## src/rtl/mc_control.sv

```systemverilog
// ---------------------------------------------------------------------------
// mc_control : control unit for a multicycle MIPS-subset datapath.
//
// A five-state FSM (IF, ID, EXE, MEM, WB) decodes op/func and drives the
// datapath selects and write enables for each cycle of an instruction.
//
// Ports
//   clock     in   single clock, rising edge
//   resetn    in   asynchronous active-low reset
//   op        in   instruction[31:26], held by the instruction register
//   func      in   instruction[5:0]
//   z         in   ALU zero flag (combinational, same cycle)
//   aluc      out  ALU operation code
//   alu_srca  out  ALU A select: 00 pc, 01 rs, 10 shamt
//   alu_srcb  out  ALU B select: 00 rt, 01 const 4, 10 ext imm, 11 sext imm<<2
//   pcsource  out  next-PC select: 00 ALU, 01 branch target, 10 rs, 11 jump
//   pc_en     out  PC write enable
//   ir_load   out  instruction register load
//   wreg      out  register file write enable
//   wmem      out  data memory write enable
//   regrt     out  destination register is rt
//   m2reg     out  register write data comes from memory
//   sext      out  sign-extend the immediate
//   jal       out  destination $31, write data = pc
//   state     out  current FSM state (debug)
// ---------------------------------------------------------------------------
module mc_control (
  input  logic       clock,
  input  logic       resetn,
  input  logic [5:0] op,
  input  logic [5:0] func,
  input  logic       z,
  output logic [3:0] aluc,
  output logic [1:0] alu_srca,
  output logic [1:0] alu_srcb,
  output logic [1:0] pcsource,
  output logic       pc_en,
  output logic       ir_load,
  output logic       wreg,
  output logic       wmem,
  output logic       regrt,
  output logic       m2reg,
  output logic       sext,
  output logic       jal,
  output logic [2:0] state
);

  typedef enum logic [2:0] {
    S_IF  = 3'd0,
    S_ID  = 3'd1,
    S_EXE = 3'd2,
    S_MEM = 3'd3,
    S_WB  = 3'd4
  } state_t;

  localparam logic [3:0] ALU_ADD = 4'b0000;
  localparam logic [3:0] ALU_SUB = 4'b0100;
  localparam logic [3:0] ALU_AND = 4'b0001;
  localparam logic [3:0] ALU_OR  = 4'b0101;
  localparam logic [3:0] ALU_XOR = 4'b0010;
  localparam logic [3:0] ALU_LUI = 4'b0110;
  localparam logic [3:0] ALU_SLL = 4'b0011;
  localparam logic [3:0] ALU_SRL = 4'b0111;
  localparam logic [3:0] ALU_SRA = 4'b1111;

  state_t state_q, state_d;

  // Instruction decode
  logic is_r;
  logic r_add, r_sub, r_and, r_or, r_xor, r_sll, r_srl, r_sra, r_jr;
  logic i_addi, i_andi, i_ori, i_xori, i_lw, i_sw, i_beq, i_bne, i_lui, i_j, i_jal;
  logic is_shift, r_alu, i_alu, is_mem, is_br, supported;

  assign is_r   = (op == 6'b000000);
  assign r_add  = is_r && (func == 6'b100000);
  assign r_sub  = is_r && (func == 6'b100010);
  assign r_and  = is_r && (func == 6'b100100);
  assign r_or   = is_r && (func == 6'b100101);
  assign r_xor  = is_r && (func == 6'b100110);
  assign r_sll  = is_r && (func == 6'b000000);
  assign r_srl  = is_r && (func == 6'b000010);
  assign r_sra  = is_r && (func == 6'b000011);
  assign r_jr   = is_r && (func == 6'b001000);
  assign i_addi = (op == 6'b001000);
  assign i_andi = (op == 6'b001100);
  assign i_ori  = (op == 6'b001101);
  assign i_xori = (op == 6'b001110);
  assign i_lw   = (op == 6'b100011);
  assign i_sw   = (op == 6'b101011);
  assign i_beq  = (op == 6'b000100);
  assign i_bne  = (op == 6'b000101);
  assign i_lui  = (op == 6'b001111);
  assign i_j    = (op == 6'b000010);
  assign i_jal  = (op == 6'b000011);

  assign is_shift  = r_sll || r_srl || r_sra;
  assign r_alu     = r_add || r_sub || r_and || r_or || r_xor || is_shift;
  assign i_alu     = i_addi || i_andi || i_ori || i_xori || i_lui;
  assign is_mem    = i_lw || i_sw;
  assign is_br     = i_beq || i_bne;
  assign supported = r_alu || r_jr || i_alu || is_mem || is_br || i_j || i_jal;

  // State register
  always_ff @(posedge clock or negedge resetn) begin
    if (!resetn) state_q <= S_IF;
    else         state_q <= state_d;
  end

  // Raw enables before the reset gate
  logic pc_en_c, ir_load_c, wreg_c, wmem_c;

  // Next state and outputs
  always_comb begin
    state_d   = S_IF;
    aluc      = ALU_ADD;
    alu_srca  = 2'b00;
    alu_srcb  = 2'b00;
    pcsource  = 2'b00;
    pc_en_c   = 1'b0;
    ir_load_c = 1'b0;
    wreg_c    = 1'b0;
    wmem_c    = 1'b0;
    regrt     = 1'b0;
    m2reg     = 1'b0;
    jal       = 1'b0;
    sext      = i_addi || i_lw || i_sw || i_beq || i_bne;

    case (state_q)
      S_IF: begin
        ir_load_c = 1'b1;
        pc_en_c   = 1'b1;
        alu_srcb  = 2'b01;
        state_d   = S_ID;
      end

      S_ID: begin
        // Branch target pc + (sext imm << 2) is computed here and held outside.
        alu_srcb = 2'b11;
        if (i_j) begin
          pc_en_c  = 1'b1;
          pcsource = 2'b11;
          state_d  = S_IF;
        end else if (r_jr) begin
          pc_en_c  = 1'b1;
          pcsource = 2'b10;
          state_d  = S_IF;
        end else if (i_jal) begin
          state_d  = S_WB;
        end else if (!supported) begin
          state_d  = S_IF;
        end else begin
          state_d  = S_EXE;
        end
      end

      S_EXE: begin
        if (r_alu) begin
          alu_srca = is_shift ? 2'b10 : 2'b01;
          alu_srcb = 2'b00;
        end else if (i_alu || is_mem) begin
          alu_srca = 2'b01;
          alu_srcb = 2'b10;
        end else if (is_br) begin
          // rs - rt feeds the zero flag used for the branch decision
          alu_srca = 2'b01;
          alu_srcb = 2'b00;
          pcsource = 2'b01;
          pc_en_c  = (i_beq && z) || (i_bne && !z);
        end

        if (r_add || i_addi || is_mem)  aluc = ALU_ADD;
        else if (r_sub || is_br)        aluc = ALU_SUB;
        else if (r_and || i_andi)       aluc = ALU_AND;
        else if (r_or  || i_ori)        aluc = ALU_OR;
        else if (r_xor || i_xori)       aluc = ALU_XOR;
        else if (i_lui)                 aluc = ALU_LUI;
        else if (r_sll)                 aluc = ALU_SLL;
        else if (r_srl)                 aluc = ALU_SRL;
        else if (r_sra)                 aluc = ALU_SRA;

        if (is_br)       state_d = S_IF;
        else if (is_mem) state_d = S_MEM;
        else             state_d = S_WB;
      end

      S_MEM: begin
        if (i_sw) begin
          wmem_c  = 1'b1;
          state_d = S_IF;
        end else if (i_lw) begin
          state_d = S_WB;
        end
      end

      S_WB: begin
        wreg_c = 1'b1;
        regrt  = i_alu || i_lw;
        m2reg  = i_lw;
        if (i_jal) begin
          jal      = 1'b1;
          pc_en_c  = 1'b1;
          pcsource = 2'b11;
        end
      end

      default: state_d = S_IF;
    endcase
  end

  // Write enables are gated by reset so an aborted instruction cannot write.
  assign pc_en   = pc_en_c   && resetn;
  assign ir_load = ir_load_c && resetn;
  assign wreg    = wreg_c    && resetn;
  assign wmem    = wmem_c    && resetn;
  assign state   = state_q;

endmodule

```

## config.mk

```make
export PLATFORM = sky130hd
export DESIGN_NAME = mc_control
export DESIGN_NICKNAME = d
export VERILOG_FILES = /design/src/rtl/mc_control.sv
export SDC_FILE = /design/constraint.sdc
export NUM_CORES = 1
export LEC_CHECK = 0
export CAP_MARGIN = 25
export CORE_ASPECT_RATIO = 1.25
export CORE_MARGIN = 8
export CORE_UTILIZATION = 43
export CTS_CLUSTER_DIAMETER = 80
export DETAILED_ROUTE_END_ITERATION = 12
export PLACE_DENSITY = 0.85
export SLEW_MARGIN = 20
export SYNTH_ARGS = -nofsm -noshare
export SYNTH_HDL_FRONTEND = slang
export SYNTH_SLANG_ARGS = --single-unit
```

## constraint.sdc

```tcl
create_clock -name clock -period 2.9 [get_ports clock]
set_clock_uncertainty 0.1 [all_clocks]
set_input_delay 0.29 -clock clock [delete_from_list [all_inputs] [get_ports clock]]
set_output_delay 0.29 -clock clock [all_outputs]
set_load 0.1 [all_outputs]
```

Yosys cells after proc, flatten, opt, wreduce, memory -nomap -nowiden --
Cells that the tools add are included.
Cells by class: reduce and logical (&&, ||, !) cells 51, equality and inequality tests 23, muxes and demuxes 47
Operators with widths (count):
- equality test 6 bit (second input constant) | 7
- 2-to-1 mux 4 bit | 10
- equality test 6 x 4 -> 1 bit (second input constant) | 6
- logical OR 1 bit | 32
- equality test 6 x 2 -> 1 bit (second input constant) | 4
- 2-to-1 mux 3 bit | 7
- 2-to-1 mux 2 bit | 9
- 2-to-1 mux 1 bit | 17
- logical AND 1 bit | 15
- equality test 6 x 3 -> 1 bit (second input constant) | 2
- logical NOT 6 bit | 2
- case mux 2 bit (3 select lines) | 2
- case mux 3 bit (4 select lines) | 1
- equality test 3 x 2 -> 1 bit (second input constant) | 2
- case mux 1 bit (4 select lines) | 1
- equality test 3 x 1 -> 1 bit (second input constant) | 1
- equality test 3 bit (second input constant) | 1
- logical NOT 3 bit | 1
- logical NOT 1 bit | 1
Word-level totals: input bits 15, logic and storage cells 122, flip-flop bits (word level) 3

Longest topological paths before layout --
Gate-level depths: netlist (run 1).
depth in word-level cells 18, depth in mapped cells 6, gate-level depth less buffers 4

Least setup slack after synthesis (run 1) --
Ideal clock, no wire load.
path type reg-to-output, start reg state_q[2] (netlist: state[2]), end out pc_en, slack -2622 ps, data arrival time 5132 ps, cell stages (with the launch flop) 6, required time 2510 ps, cells stage by stage dfrtp_1 -> clkbuf_1 -> nor2_1 -> nand4_1 -> a21oi_1 -> a32o_1
Between the ends: word-level cells in the longest chain between the ends 3, elaborated cells between the ends (all ways) 6, those cells by class eq/ne (3); mux (1); reduce/logical (2)
Ends and longest elaborated chain:
- start, declared | RTL line 66 | state_t state_q, state_d;
- start signal, assigned | RTL line 106 | else state_q <= state_d;
- equality test 3 bit, or another cell as far along | RTL line 128 | case (state_q)
- case mux 1 bit (4 select lines) (*) | RTL line 128
- logical AND 1 bit (*) | RTL line 211 | assign pc_en = pc_en_c && resetn;
- end, declared | RTL line 37 | output logic pc_en,
Mark *: on every way between the ends. The rest lies on a longest branch, timed or not.

Final worst setup path (run 1) --
start in op[1], end out alu_srcb[1]
Between the ends: word-level cells in the longest chain between the ends 9, elaborated cells between the ends (all ways) 32, those cells by class eq/ne (7); mux (3); reduce/logical (22)
Ends and longest elaborated chain:
- start, declared | RTL line 30 | input logic [5:0] op,
- equality test 6 x 4 -> 1 bit, or another cell as far along | RTL line 84 | assign i_addi = (op == 6'b001000);
- logical OR 1 bit, or another cell as far along | RTL line 98 | assign i_alu = i_addi || i_andi || i_ori || i_xori || i_lui;
- logical OR 1 bit (on tied branches) (3 in series) | RTL line 98, 97
- logical OR 1 bit (on tied branches) | RTL line 160, 97
- 2-to-1 mux 2 bit or logical OR 1 bit (tied branches) | RTL line 160, 97
- 2-to-1 mux 2 bit (*) | RTL line 157 | if (r_alu) begin
- case mux 2 bit (3 select lines) (*) | RTL line 128
- end, declared | RTL line 35 | output logic [1:0] alu_srcb,
Marks and branches as above.

==> flow_summary.ini, run 1 <==
[cells_and_area]
largest_reg_flops = 3
syn_to_final_growth_pct = 86.3
drive_above_1_share = 0.350
antennaDiodeCount = 0
fin_nets = 159

[worst_setup_path]
critical_path.top_delay_family = buffers and inverters
crit_required_ps = 2510
path_max_fanout = 15
path_class = in2out
critPathBufInv = 2
cp.arrival_ps = 2270
cp_num_cells = 5
r2r_slack_ps = 1500
crit_path_top_delay_cell = clkdlybuf4s50_1
crit_start = op[1]
reg2reg_from = state[1]
crit_chain = clkdlybuf4s50_1 > nand4b_1 > a2111o_1 > a21oi_2 > buf_12
r2r.worst_path.cells = 3
crit_path_end_kind = output pin
cp-start-kind = input port
max_stage_delay_ps = 780

[yosys]
synth_cell_type_count = 45
yosysTopAreaCellShare = 0.104
synth_fp_nets = 123
synth-edff-count = 0
yosys-top-cells-count = 15 x nor2_1, 11 x nand2_1, 7 x clkbuf_1, 5 x a21oi_1, 5 x o21ai_0
synth_cells = 108
seq_area_frac_synth = 0.104
ys_seq_elements = 3
yosysWarningCount = 0
asyncSetResetFlopFracSynth = 1.00
yosys-top-cells-area = dfrtp_1 10%, nor2_1 7.8%, nand2_1 5.7%, nor3b_1 4.2%, clkbuf_1 3.6%
avgSynthCellArea_sq_um = 6.68
yosysTopAreaCell = dfrtp_1
syn_area_sq_um = 722
synth_ff_type = dfrtp_1
synth_most_common_cell = nor2_1

[power_and_ir_drop]
intPower_mw = 0.264
switching_power_mw = 0.408
total_power_mw = 0.672
comb_power_share = 0.749
p_leak_nw = 0.508
pwr-share-seq = 0.132
worst_ir_drop_vdd_mv = 0.622
p_per_area_nw_per_um2 = 500
swShare = 0.606
pwr-share-clk = 0.119

[timing]
rsz0062_at_grt = no
slew_headroom = 0.666
hold_viol = 0
post-route-period-util = 0.918
fin_crit_ps = 2660
finalSetupViolations = 0
drv_slew = 0
fin_tns_setup_ps = 0
worst_pin_slew_ps = 500
fmax_ghz = 0.376

[die]
dieArea_sq_um = 3250
ios = 36
die_height_um = 61.8
core.rowCount = 16
initial_core_util = 0.456
die_w_um = 52.7
core-area_sq_um = 1580

[cts]
cts_sinks = 3
clk_latency_ps = 250
ctsResizeCount = 0
clockRootBuffer = clkbuf_4
cts_buffer_depth = 2
cts_inserted_buffers = 3
post-cts-setup-buffer-count = 0
htreeDepth = 1
path_clk_slew_ps = 40
cts_tree = built
cts_hold_buf = 0

[grt]
grt_use_total = 0.163
grt_antenna_before_repair = 0
first_global_vias = 903
grt_first_pass_wirelength_um = 4210
grt_start_max_net_pins = 16
grt_overflow = 0

[route]
drc = 0
wl_per_cell_um = 16.0
drt-pass1-iter-count = 4
drtIter0Drc = 27
drtAntennaViolNets = 0
wirelength_um = 2580
avgViaCountPerCell = 6.12
via_count = 985

[placement]
post-dp-hpwl_um = 2090
io_buffer_count = 35
gp_congestion = 0.809

[hold_path]
hp-class = in2async

[job]
maxCapViolCount = 0

[outcome]
status = complete, no violations
worst paths after layout:
kind	end
setup / recovery	alu_srcb[1]
hold / removal	state[0]
setup reg to reg	state[1]
hold reg to reg	state[2]
max in group asynchronous	state[2]
min in group clock	state[2]
power by group through the flow:
stage | logic [mW] | clock network (mW) | registers (mW)
finish | 0.503 | 0.0800 | 0.0888
global route | 0.522 | 0.0869 | 0.0929
CTS | 0.504 | 0.0795 | 0.0878
detailed placement | 0.503 | 0 | 0.0888
global placement | 0.497 | 0 | 0.0870
floorplan | 0.309 | 0 | 0.140
worst reg2reg max path, stage by stage (launching register included):
cell and delay, ps:
dfrtp_2 420, inv_1 150, nor3_1 440, a22o_1 220
cells in the final DEF (no fill, tap or decap), types with 2 or more instances in the layout:
| cell | count |
|---|---|
| nor3_4 | 2 |
| nand4_1 | 3 |
| nand2_1 | 11 |
| nand3_1 | 2 |
| a21oi_1 | 2 |
| buf_4 | 11 |
| nand2b_1 | 3 |
| a21boi_0 | 2 |
| clkdlybuf4s50_1 | 14 |
| and3_1 | 4 |
| nand4b_1 | 2 |
| nand3b_1 | 2 |
| nor2_1 | 11 |
| buf_12 | 15 |
| inv_1 | 3 |
| nor3b_1 | 4 |
| clkbuf_4 | 3 |
| nor4b_1 | 3 |
| nor2_2 | 3 |
| a21oi_2 | 2 |
| o21a_1 | 2 |
| o21ai_0 | 5 |
through the flow:
step,utilization,setup slack [ps],instance area (sq um),hold slack [ps],instances
CTS,0.850,271,1350,194,161
finish,0.850,237,1350,191,161
global route,0.850,112,1350,198,161
detailed placement,0.834,276,1320,453,157
floorplan,-,-195,832,-106,108
global placement,0.834,310,1320,443,157
area by class of cell:
cell class | count | area (sq um)
sequential | 3 | 80.1
tap | 18 | 22.5
clock buffer | 4 | 26.3
multi-input combinational | 93 | 682
inverter | 3 | 11.3
fill | 81 | 236
timing repair buffer | 40 | 523
metal layers:
metal  global-route usage  vias up  part of all wire
li1                     -      476                 -
met1                0.202      457              0.41
met2                0.278       49              0.51
met3               0.0357        3             0.075
met4               0.0333        0            0.0058
met5                    0        -                 0
cell families after synthesis:
group / Yosys count / synth area share
xor+xnor: 1 / 0.0121
simple gates: 63 / 0.508
flops: 3 / 0.104
buf+inv: 12 / 0.0832
compound gates: 29 / 0.293
Note: power is estimated with default switching activity, not from simulation.
==> run 2: changes to the inputs <==
Settings changed: CTS_CLUSTER_SIZE set to 14.
==> results of run 2 <==
Final layout, timing and power as in run 1 (identical DEF).
